`config.mk`:
```
export PLATFORM = sky130hd
export DESIGN_NAME = instr_fetch_stage
export DESIGN_NICKNAME = d
export VERILOG_FILES = /design/src/rtl/instr_fetch_stage_pkg.sv /design/src/rtl/instr_fetch_stage_pc_gen.sv /design/src/rtl/instr_fetch_stage.sv
export SDC_FILE = /design/constraint.sdc
export NUM_CORES = 1
export LEC_CHECK = 0
export ABC_AREA = 1
export BUFFER_PORTS_ARGS = -buffer_cell sky130_fd_sc_hd__buf_2
export CAP_MARGIN = 0
export CORE_ASPECT_RATIO = 0.8
export CORE_MARGIN = 4
export CORE_UTILIZATION = 40
export DETAILED_ROUTE_END_ITERATION = 10
export PLACE_DENSITY = 0.66
export SETUP_SLACK_MARGIN = 0.2
export SLEW_MARGIN = 20
export SYNTH_ARGS = -nofsm -noshare
export SYNTH_HDL_FRONTEND = slang
export SYNTH_SLANG_ARGS = --single-unit
```
`constraint.sdc`:
```
create_clock -name clk -period 1.82 [get_ports clk]
set_clock_uncertainty 0.1 [all_clocks]
set_input_delay 0.364 -clock clk [delete_from_list [all_inputs] [get_ports clk]]
set_output_delay 0.364 -clock clk [all_outputs]
set_load 0.05 [all_outputs]
```
`src/rtl/instr_fetch_stage_pkg.sv`:
```
// Shared fetch definitions: FSM state encoding, NOP word, PC step and
// the ROM window check used by the PC generator.
package instr_fetch_stage_pkg;

    // Encoding is shared with decode, so the values are pinned.
    typedef enum logic [1:0] {
        ST_BOOT = 2'd0,
        ST_RUN  = 2'd1,
        ST_HALT = 2'd2
    } fetch_state_e;

    localparam logic [31:0] NOP_DEFAULT = 32'h0000_0000;
    localparam logic [31:0] PC_INC      = 32'd4;

    // True when addr lies in [base, base + 4*words).
    function automatic logic pc_in_range(
        input logic [31:0] addr,
        input logic [31:0] base,
        input int unsigned words
    );
        logic [31:0] off;
        logic [31:0] span;
        off  = addr - base;
        span = 32'(words) << 2;
        return (addr >= base) && (off < span);
    endfunction

endpackage

```
`src/rtl/instr_fetch_stage_pc_gen.sv`:
```
// Combinational next-PC mux plus range and alignment checks.
// Ports: pc/stall/redirect in; next_pc, pc_ok, redir_ok out.
module fetch_pc_gen
    import instr_fetch_stage_pkg::*;
#(
    parameter logic [31:0] RESET_PC  = 32'h0000_0000,
    parameter int unsigned ROM_WORDS = 64
) (
    input  logic [31:0] pc,
    input  logic        stall,
    input  logic        redirect,
    input  logic [31:0] redirect_pc,
    output logic [31:0] next_pc,
    output logic        pc_ok,
    output logic        redir_ok
);

    logic redir_aligned;
    logic redir_in_rng;

    assign pc_ok         = pc_in_range(pc, RESET_PC, ROM_WORDS);
    assign redir_aligned = (redirect_pc[1:0] == 2'b00);
    assign redir_in_rng  = pc_in_range(redirect_pc, RESET_PC, ROM_WORDS);
    assign redir_ok      = redir_aligned && redir_in_rng;

    // Redirect wins over stall; wrap of pc+4 cannot be reached
    // because the range check halts the stage first.
    always_comb begin
        next_pc = pc + PC_INC;
        if (redirect) begin
            next_pc = redirect_pc;
        end else if (stall) begin
            next_pc = pc;
        end
    end

endmodule

```
`src/rtl/instr_fetch_stage.sv`:
```
// IF stage: owns the PC, addresses the instruction ROM and registers
// the fetched word into IF/ID. Halts on bad redirect or PC overrun.
// Ports: clk, rst_n; imem_addr_o/imem_data_i to ROM; stall_i, flush_i,
// redirect_i, redirect_pc_i from hazard/branch logic; if_id_* to
// decode; halted_o, fetch_err_o status.
module instr_fetch_stage
    import instr_fetch_stage_pkg::*;
#(
    parameter logic [31:0] RESET_PC  = 32'h0000_0000,
    parameter int unsigned ROM_WORDS = 64,
    parameter logic [31:0] NOP_INSTR = NOP_DEFAULT
) (
    input  logic        clk,
    input  logic        rst_n,
    output logic [31:0] imem_addr_o,
    input  logic [31:0] imem_data_i,
    input  logic        stall_i,
    input  logic        flush_i,
    input  logic        redirect_i,
    input  logic [31:0] redirect_pc_i,
    output logic [31:0] if_id_instr_o,
    output logic [31:0] if_id_pc_o,
    output logic        if_id_valid_o,
    output logic        halted_o,
    output logic        fetch_err_o
);

    fetch_state_e state_q, state_d;

    logic [31:0] pc_q, pc_d;
    logic [31:0] instr_q, instr_d;
    logic [31:0] ifpc_q, ifpc_d;
    logic        valid_q, valid_d;
    logic        halted_q, halted_d;
    logic        err_q, err_d;

    logic [31:0] next_pc;
    logic        pc_ok;
    logic        redir_ok;

    fetch_pc_gen #(
        .RESET_PC  (RESET_PC),
        .ROM_WORDS (ROM_WORDS)
    ) u_pc_gen (
        .pc          (pc_q),
        .stall       (stall_i),
        .redirect    (redirect_i),
        .redirect_pc (redirect_pc_i),
        .next_pc     (next_pc),
        .pc_ok       (pc_ok),
        .redir_ok    (redir_ok)
    );

    always_ff @(posedge clk or negedge rst_n) begin
        if (!rst_n) begin
            state_q <= ST_BOOT;
        end else begin
            state_q <= state_d;
        end
    end

    always_comb begin
        state_d = state_q;
        pc_d    = pc_q;
        instr_d = instr_q;
        ifpc_d  = ifpc_q;
        valid_d = valid_q;
        err_d   = err_q;

        unique case (state_q)
            ST_BOOT: begin
                // One idle cycle so the ROM output settles on RESET_PC.
                state_d = ST_RUN;
            end
            ST_RUN: begin
                if (redirect_i) begin
                    // Wrong-path squash, even while stalled.
                    instr_d = NOP_INSTR;
                    valid_d = 1'b0;
                    if (redir_ok) begin
                        pc_d = next_pc;
                    end else begin
                        state_d = ST_HALT;
                        err_d   = 1'b1;
                    end
                end else if (!pc_ok) begin
                    // Walked off the end of the ROM: no capture.
                    instr_d = NOP_INSTR;
                    valid_d = 1'b0;
                    state_d = ST_HALT;
                    err_d   = 1'b1;
                end else if (flush_i) begin
                    instr_d = NOP_INSTR;
                    valid_d = 1'b0;
                    pc_d    = next_pc;
                end else if (!stall_i) begin
                    instr_d = imem_data_i;
                    ifpc_d  = pc_q;
                    valid_d = 1'b1;
                    pc_d    = next_pc;
                end
            end
            ST_HALT: begin
                // Frozen until reset.
            end
            default: begin
                state_d = ST_HALT;
                instr_d = NOP_INSTR;
                valid_d = 1'b0;
            end
        endcase

        halted_d = (state_d == ST_HALT);
    end

    always_ff @(posedge clk or negedge rst_n) begin
        if (!rst_n) begin
            pc_q     <= RESET_PC;
            instr_q  <= NOP_INSTR;
            ifpc_q   <= 32'h0;
            valid_q  <= 1'b0;
            halted_q <= 1'b0;
            err_q    <= 1'b0;
        end else begin
            pc_q     <= pc_d;
            instr_q  <= instr_d;
            ifpc_q   <= ifpc_d;
            valid_q  <= valid_d;
            halted_q <= halted_d;
            err_q    <= err_d;
        end
    end

    assign imem_addr_o   = pc_q;
    assign if_id_instr_o = instr_q;
    assign if_id_pc_o    = ifpc_q;
    assign if_id_valid_o = valid_q;
    assign halted_o      = halted_q;
    assign fetch_err_o   = err_q;

endmodule
```
# Word level (Yosys, flattened, before mapping)
# Cells that the tools add are included.
dict set report op_classes {
  n_mux 24
  add_sub_neg 1
  magnitude_cmp 4
  n_reduce_logical 11
  eq_ne 8
  bitwise_logic 4
}
# cell n
set op_table {}
lappend op_table {{2-to-1 mux 32 bit} 11}
lappend op_table {{>= comparator 32 x 1 -> 1 bit (second input constant)} 2}
lappend op_table {{< comparator 32 x 9 -> 1 bit (second input constant)} 2}
lappend op_table {{one-hot mux 32 bit (2 select lines)} 1}
lappend op_table {{adder 32 x 3 -> 32 bit (second input constant)} 1}
lappend op_table {{2-to-1 mux 1 bit} 7}
lappend op_table {{2-to-1 mux 2 bit} 3}
lappend op_table {{one-hot mux 2 bit (3 select lines)} 1}
lappend op_table {{!= test 5 bit (second input constant)} 1}
lappend op_table {{AND reduction 5 bit} 1}
lappend op_table {{== test 2 bit (second input constant)} 2}
lappend op_table {{logical NOT 2 bit} 2}
lappend op_table {{!= test 2 bit (second input constant)} 2}
lappend op_table {{inverter 1 bit} 4}
lappend op_table {{AND reduction 4 bit} 1}
lappend op_table {{logical AND 1 bit} 3}
lappend op_table {{!= test 3 x 1 -> 1 bit (second input constant)} 1}
lappend op_table {{AND reduction 3 bit} 1}
lappend op_table {{== test 2 x 1 -> 1 bit (second input constant)} 1}
lappend op_table {{!= test 2 x 1 -> 1 bit (second input constant)} 1}
lappend op_table {{one-hot mux 1 bit (2 select lines)} 1}
lappend op_table {{AND reduction 2 bit} 1}
lappend op_table {{nonzero test 2 bit} 1}
lappend op_table {{OR reduction 2 bit} 1}
dict set report totals {
  regBits 101
  word_cells 59
}

# Depth between registers and ports, before layout
# Gate-level depths: netlist (run 1).
dict set report depth {
  word_depth 7
  ltp_mapped 10
  mapped_depth_nobuf 9
}

# Modules after synthesis
# Synthesis (run 1) repeated with hierarchy kept, for this count alone.
dict set report unflattened {
  hier_cells 747
  hier_area_um2 5471.5
}
# module cells_per_inst n_inst area_each_um2 seq_area_each_um2
set modules_own_cells {}
lappend modules_own_cells {instr_fetch_stage 445 1 4062.6 2527.4}
lappend modules_own_cells {fetch_pc_gen 302 1 1408.9 0.0}

# Least setup slack after synthesis (run 1)
# Ideal clock, no wire load.
dict set report synth_timing {
  kind {reg2reg}
  start {reg pc_q[8], in the netlist imem_addr_o[8]}
  end {reg instr_q[31], in the netlist if_id_instr_o[31]}
  path_buffers 1
  path_stages_with_launch 11
  setup_time_ns 0.066
  arrival_ns 1.611
  t_required_ns 1.654
  path_slack_ns 0.043
  period_less_slack_ns 1.777
  cell_sequence {dfrtp_1 -> nor2_1 -> nand2_1 -> nor2_2 -> nand2_2 -> nor2_4 -> nand3_2 -> nand2_4 -> buf_6 -> nand2_2 -> nand2_1}
}
dict set report synth_via {
  elab_chain_len 5
  word_cells_on_any_way 8
  classes_between {2 x order compare; 1 x eq/ne; 3 x mux; 2 x reduce/logical}
}
# element line
set synth_rtl {}
lappend synth_rtl {{start, declared} instr_fetch_stage.sv:30} ;# logic [31:0] pc_q, pc_d;
lappend synth_rtl {{start signal, assigned} instr_fetch_stage.sv:125} ;# pc_q <= pc_d;
lappend synth_rtl {{>= comparator 32 x 1 -> 1 bit / < comparator 32 x 9 -> 1 bit (equally long branches)} instr_fetch_stage_pkg.sv:25} ;# return (addr >= base) && (off < span);
lappend synth_rtl {{logical AND 1 bit *} instr_fetch_stage_pkg.sv:25}
lappend synth_rtl {{2-to-1 mux 32 bit} instr_fetch_stage.sv:86} ;# end else if (!pc_ok) begin
lappend synth_rtl {{2-to-1 mux 32 bit} instr_fetch_stage.sv:76} ;# if (redirect_i) begin
lappend synth_rtl {{one-hot mux 32 bit (2 select lines)} instr_fetch_stage.sv:70} ;# unique case (state_q)
lappend synth_rtl {{end signal, assigned} instr_fetch_stage.sv:126} ;# instr_q <= instr_d;
lappend synth_rtl {{end, declared} instr_fetch_stage.sv:31} ;# logic [31:0] instr_q, instr_d;
# Mark *: on every way between the ends. The rest lies on a longest branch, timed or not.
# A chain may end at the register's enable or synchronous reset.

# Worst setup path in the final report (run 1)
dict set report layout_timing {
  start {reg pc_q[19], in the netlist imem_addr_o[19]}
  end {reg ifpc_q[1], in the netlist if_id_pc_o[1]}
}
dict set report layout_via {
  elab_chain_len 3
  word_cells_on_any_way 4
  classes_between {2 x order compare; 2 x reduce/logical}
}
# element line
set layout_rtl {}
lappend layout_rtl {{>= comparator 32 x 1 -> 1 bit / < comparator 32 x 9 -> 1 bit (equally long branches)} instr_fetch_stage_pkg.sv:25}
lappend layout_rtl {{logical AND 1 bit *} instr_fetch_stage_pkg.sv:25}
lappend layout_rtl {{AND reduction 5 bit (no source line) *} --}
lappend layout_rtl {{end signal, assigned} instr_fetch_stage.sv:127} ;# ifpc_q <= ifpc_d;
lappend layout_rtl {{end, declared} instr_fetch_stage.sv:32} ;# logic [31:0] ifpc_q, ifpc_d;
# Marks and branches as above.

==> results of run 1 <==
## flip-flops by register name, indices dropped and copies added, names as in the netlist
register,flops
if_id_instr_o,32
if_id_pc_o,32
imem_addr_o,32
state_q,2
fetch_err_o,1
halted_o,1
if_id_valid_o,1
## routing by layer
layer  vias up  share of wire  track usage
li1       1750              -            -
met4         0         0.0074       0.0448
met1      1697           0.44        0.240
met3         9          0.083       0.0608
met2       122           0.47        0.287
met5         -              0            0
## per-stage QoR
step / hold slack, ns / std cells / utilization
CTS: 0.152 / 750 / 0.566
detailed placement: 0.122 / 731 / 0.529
global route: 0.164 / 752 / 0.572
global placement: 0.116 / 731 / 0.529
floorplan: -0.0316 / 435 / -
finish: 0.169 / 752 / 0.572
## cells by family (layout without fill, tap and decap cells)
kind of cell,Yosys count,count (layout),synth area share
simple gates,225,225,0.246
flops,101,101,0.613
buf+inv,63,244,0.0662
compound gates,42,42,0.0649
xor+xnor,3,3,0.00637
fa+ha+maj,1,1,0.00303
## area by class of cell
class,instances,share of cell area
clock buffer,10,0.0424
clock inverter,6,0.0122
inverter,42,0.0280
multi-input combinational,271,0.238
sequential,101,0.454
tap,136,0.0302
timing repair buffer,186,0.195
## placed cells by master (no fill, tap or decap), drive strengths merged, types with 4 or more instances in the layout
cell | Yosys | layout
buf | 14 | 183
a21boi | 22 | 22
dfrtp | 101 | 101
o21ai | 15 | 15
nand3 | 14 | 14
inv | 42 | 45
nor2 | 34 | 34
nand4 | 36 | 36
clkbuf | 7 | 12
a21oi | 4 | 4
nand2 | 140 | 140
## worst min-delay path, delay by kind of cell
| kind | cells | cell delay (ns) |
|---|---|---|
| buffers and inverters | 1 | 0.08 |
| and+or+nand+nor | 2 | 0.13 |
## worst max path at each step
stage                             end  slack (ns)
CTS                 if_id_instr_o[10]        0.18
detailed placement      if_id_pc_o[1]        0.06
finish                  if_id_pc_o[1]        0.20
floorplan           if_id_instr_o[31]        0.15
global route            if_id_pc_o[2]        0.04
global placement        if_id_pc_o[0]        0.11
## timing repair
item | 4_1_cts | 5_1_grt
setup endpoints to repair | 65 | 90
pin swaps | 1 | 0
gates resized for setup | 5 | 8
buffers inserted | 1 | 1
hold buffers | 1 | 0
gates cloned | 1 | 1
endpoints found under the hold margin | 9 | 0
## power by group through the flow
| stage | Clock (mW) | Combinational, mW | Sequential (mW) |
|---|---|---|---|
| 2_1_floorplan | 0 | 0.0278 | 2.29 |
| 3_3_place_gp | 0 | 0.168 | 2.29 |
| 3_5_place_dp | 0 | 0.170 | 2.29 |
| 4_1_cts | 2.02 | 0.172 | 2.24 |
| 5_1_grt | 2.12 | 0.191 | 2.24 |
| 6_report | 1.95 | 0.169 | 2.24 |
==> impl_metrics.yaml, run 1 <==
synthesis:
  synthesis.area_um2: 4120
  synth_seq_cells: 101
  yosysMostFrequentCell: "nand2_1"
  synthTopCellsByArea: "dfrtp_1 61%, nand2_1 12%, nand4_1 5.5%"
  synth-edff-count: 0
  ys_async_sr_fraction: 1.00
  synthCells: 435
  yosys-top-cells-count: "128 x nand2_1, 101 x dfrtp_1, 39 x inv_1"
  synth_warnings: 0
  avgSynthCellArea_um2: 9.48
  ys.flop_type: "dfrtp_1"
  yosysTopAreaCell: "dfrtp_1"
  synth_top_area_share: 0.613
  ys_seq_area_frac: 0.613
  syn_nets: 505
  yosysUniqueCellTypes: 25
power:
  p_switching_mw: 0.929
  seqPwrFrac: 0.514
  p_per_area_nw_per_um2: 775
  internal_power_mw: 3.43
  leakage_nw: 3.34
  combPwrFrac: 0.039
  vdd_drop_max_mv: 0.677
  clock_power_share: 0.447
  p_sw_frac: 0.213
  p_total_mw: 4.36
critical_path:
  crit_top_cell: "nand2_1"
  critPathMaxFanout: 24
  worstSetupStartpointType: "flop"
  crit_path_cell_trace: "nor2_1 -> nand2_1 -> nor2_2 -> nand2_1 -> nor2_4 -> nand3_2 -> buf_8 -> nand2_1 -> o21ai_1"
  r2r_slack_ns: 0.20
  required_ns: 1.95
  r2r-end: "if_id_pc_o[1]"
  crit_cells: 9
  reg2reg_from: "imem_addr_o[19]"
  critical_path_arrival_ns: 1.75
  worstSetupPathType: "flop to flop"
  slowest_delay_ns: 0.42
  reg2reg_depth: 9
  path_buf_inv: 1
  path_delay_family: "simple AND/OR/NAND/NOR gates"
  startpoint: "imem_addr_o[19]"
  crit_path_end_kind: "flop"
  slowest_stage: "dfrtp_2"
min_path:
  min_to: "if_id_instr_o[18]"
  holdCritStartpoint: "imem_data_i[18]"
  min_path_cells: 3
  hp-class: "input port to flop"
cells_and_area:
  area_growth_pct: 36.6
  multi_input_area_um2: 1340
  register_area_um2: 2560
  nets: 681
  fillers: 940
  finalInstanceArea_um2: 5630
  antenna_cells: 0
  drive_gt1_frac: 0.407
timing:
  finalMaxSlewViolations: 0
  min_period_over_period: 0.891
  finalHoldViolations: 0
  max_freq_mhz: 617
  relSlewSlack: 0.767
  worstMarginPinSlew_ns: 0.350
  rsz0062_at_grt: "yes"
  tns_ns: 0
  setup_viol: 0
  post-route-min-period_ns: 1.62
  setup_ws_ns: 0.198
cts:
  tritoncts: "done"
  clkLatencyLatePin_ns: 0.34
  htree_levels: 3
  cts_sinks: 101
  root_buffer: "clkbuf_16"
  clk_pin_slew_worst_paths_ns: 0.07
  numCtsBuffers: 9
  cts_buffer_depth: 2
detailed_routing:
  drt_first_pass_iters: 4
  drt-total-wl_mm: 10.9
  drtIter0Drc: 130
  vias: 3578
  post_drt_wl_per_cell_um: 14.5
  drcViolationCount: 0
  drtAntennaViolNets: 0
  routed_via_density: 4.76
floorplan:
  dieArea_um2: 12000
  initial_core_util: 0.419
  rows: 32
  io_pins: 168
  core_area_um2: 9850
  dieHeight_um: 98.8
  die_w_um: 122
global_routing:
  grt_pass1_vias: 3533
  grt_max_degree: 51
  globalRouteTotalUtil: 0.181
  antenna_found_initial: 0
  grt.overflow.total: 0
  grt_pass1_wl_mm: 17.4
place:
  io_buffers: 167
  dp_hpwl_mm: 7.52
  gp_congestion: 0.792
  place_area_um2: 5210
  pre_cts_ws_ns: 0.0643
outcome:
  status: "complete, no violations"
flow_run:
  cap_violations: 0
Power figures use the tool's default switching activity.
==> run 2, diff against run 1 <==
--- a/config.mk
+++ b/config.mk
@@ -8,11 +8,13 @@
 export ABC_AREA = 1
 export BUFFER_PORTS_ARGS = -buffer_cell sky130_fd_sc_hd__buf_2
 export CAP_MARGIN = 0
+export CELL_PAD_IN_SITES_DETAIL_PLACEMENT = 0
+export CELL_PAD_IN_SITES_GLOBAL_PLACEMENT = 1
 export CORE_ASPECT_RATIO = 0.8
 export CORE_MARGIN = 4
-export CORE_UTILIZATION = 40
+export CORE_UTILIZATION = 35
 export DETAILED_ROUTE_END_ITERATION = 10
-export PLACE_DENSITY = 0.66
+export PLACE_DENSITY = 0.77
 export SETUP_SLACK_MARGIN = 0.2
 export SLEW_MARGIN = 20
 export SYNTH_ARGS = -nofsm -noshare
==> run 2 against run 1 <==
  * Power rose by 0.12%
  * Core utilization shrank 6.2 points
  * Sequential share of layout area fell by 1.8 points
  * Clock power hardly changed
  * Critical path depth up 1
  * Clock-buffer cell count is the same
  * Highest routed layer unchanged
  * Routed wire length increased by 0.38%
  * Worst setup slack got worse by 0.035 ns
  * Via count increased by 0.56%
==> impl_metrics.yaml, run 2 (synthesis results as in run 1) <==
outcome:
  status: "complete, no violations"
cells_and_area:
  finalInstanceArea_um2: 5870
  antenna_cells: 0
  nets: 692
  area_growth_pct: 42.4
  layout_common_cells: "165 x buf_2, 120 x nand2_1, 75 x dfrtp_1"
  drive_gt1_frac: 0.443
  final_util: 0.510
  final_common_cell: "buf_2"
critical_path:
  critPathMaxFanout: 8
  path_delay_family: "simple AND/OR/NAND/NOR gates"
  startpoint: "imem_addr_o[12]"
  slowest_stage: "dfrtp_2"
  reg2reg_from: "imem_addr_o[12]"
  slowest_delay_ns: 0.41
  crit_path_end_kind: "flop"
  worstSetupPathType: "flop to flop"
  crit_top_cell: "nand2_1"
  crit_path_cell_trace: "nor2_2 -> nand2_1 -> nor2_2 -> nand2_2 -> nor2_4 -> nand3_2 -> nand2_4 -> clkbuf_16 -> nand2_1 -> nand2_1"
  worstSetupStartpointType: "flop"
  path_buf_inv: 1
  critical_path_arrival_ns: 1.82
  required_ns: 1.99
global_routing:
  grt_max_degree: 33
  grt_pass1_vias: 3509
  grt_pass1_wl_mm: 17.7
  antenna_found_initial: 0
  globalRouteTotalUtil: 0.160
  grt.overflow.total: 0
place:
  io_buffers: 167
  dp_hpwl_mm: 7.92
  gp_congestion: 0.744
  place_area_um2: 5280
  pre_cts_ws_ns: 0.0697
detailed_routing:
  drtAntennaViolNets: 0
  drt-total-wl_mm: 11.0
  drt_first_pass_iters: 4
  routed_via_density: 4.64
  drcViolationCount: 0
  post_drt_wl_per_cell_um: 14.1
  vias: 3598
  drtIter0Drc: 133
power:
  p_per_area_nw_per_um2: 744
  vdd_drop_max_mv: 0.620
  leakage_nw: 3.45
cts:
  cts_buffer_depth: 2
  cts_sinks: 101
  root_buffer: "clkbuf_16"
  clk_pin_slew_worst_paths_ns: 0.07
  htree_levels: 3
  tritoncts: "done"
  clkLatencyLatePin_ns: 0.33
  numCtsBuffers: 9
timing:
  max_freq_mhz: 604
  setup_ws_ns: 0.163
  rsz0062_at_grt: "yes"
  hold_slack_ns: 0.179
  worstMarginPinSlew_ns: 0.397
  finalHoldViolations: 0
  relSlewSlack: 0.735
  tns_ns: 0
  finalMaxSlewViolations: 0
  post-route-min-period_ns: 1.66
  setup_viol: 0
  min_period_over_period: 0.910
floorplan:
  io_pins: 168
  core_area_um2: 11500
  rows: 35
  die_w_um: 129
  initial_core_util: 0.358
  dieArea_um2: 13600
  dieHeight_um: 105
flow_run:
  cap_violations: 0
min_path:
  hp-class: "input port to flop"
  holdCritStartpoint: "imem_data_i[14]"
run 2: report_power, final:
part           switching (mW)  total [mW]  internal, mW
sequential      0.00000000254        2.24          2.24
combinational          0.0954       0.173        0.0778
clock                   0.835        1.95          1.12
run 2: worst register-to-register path, stage by stage, from the launching register on:
cell and delay (ns):
dfrtp_2 0.41, nor2_2 0.12, nand2_1 0.07, nor2_2 0.14
nand2_2 0.08, nor2_4 0.12, nand3_2 0.10, nand2_4 0.16
clkbuf_16 0.18, nand2_1 0.05, nand2_1 0.06
run 2: what timing repair did:
item	CTS	global route
setup endpoints to repair	72	92
gates cloned	1	2
resized for setup	15	25
setup buffers	8	0
endpoints found under the hold margin	25	0
pin swaps	5	4
hold buffers	1	0
run 2: per-stage QoR:
| step | total power, mW | std cells |
|---|---|---|
| finish | 4.37 | 775 |
| global route | 4.53 | 775 |
| detailed placement | 2.46 | 747 |
| global placement | 2.46 | 747 |
| floorplan | 2.31 | 435 |
| CTS | 4.44 | 773 |
run 2: cell type report:
type                       instances  area [um^2]
sequential                       101         2560
timing repair buffer             197         1240
multi-input combinational        271         1420
clock buffer                      10          239
clock inverter                     6         68.8
tap                              148          185
fill                            1086         5650
inverter                          42          158
run 2: layer usage:
metal	global-route usage	wire [um]	up-vias
met5	0	0	-
met2	0.244	5110	100
met3	0.0485	849	10
li1	-	-	1774
met1	0.225	4900	1714
met4	0.0352	93	0
run 2: final timing paths:
kind	end	slack [ns]	depth (start not counted)
setup reg to reg	if_id_instr_o[5]	0.16	10
min in group asynchronous	if_id_pc_o[7]	0.40	2
hold / removal	if_id_instr_o[14]	0.18	3
hold reg to reg	if_id_pc_o[17]	0.37	2
max in group asynchronous	if_id_pc_o[16]	0.72	3
setup / recovery	if_id_instr_o[5]	0.16	10
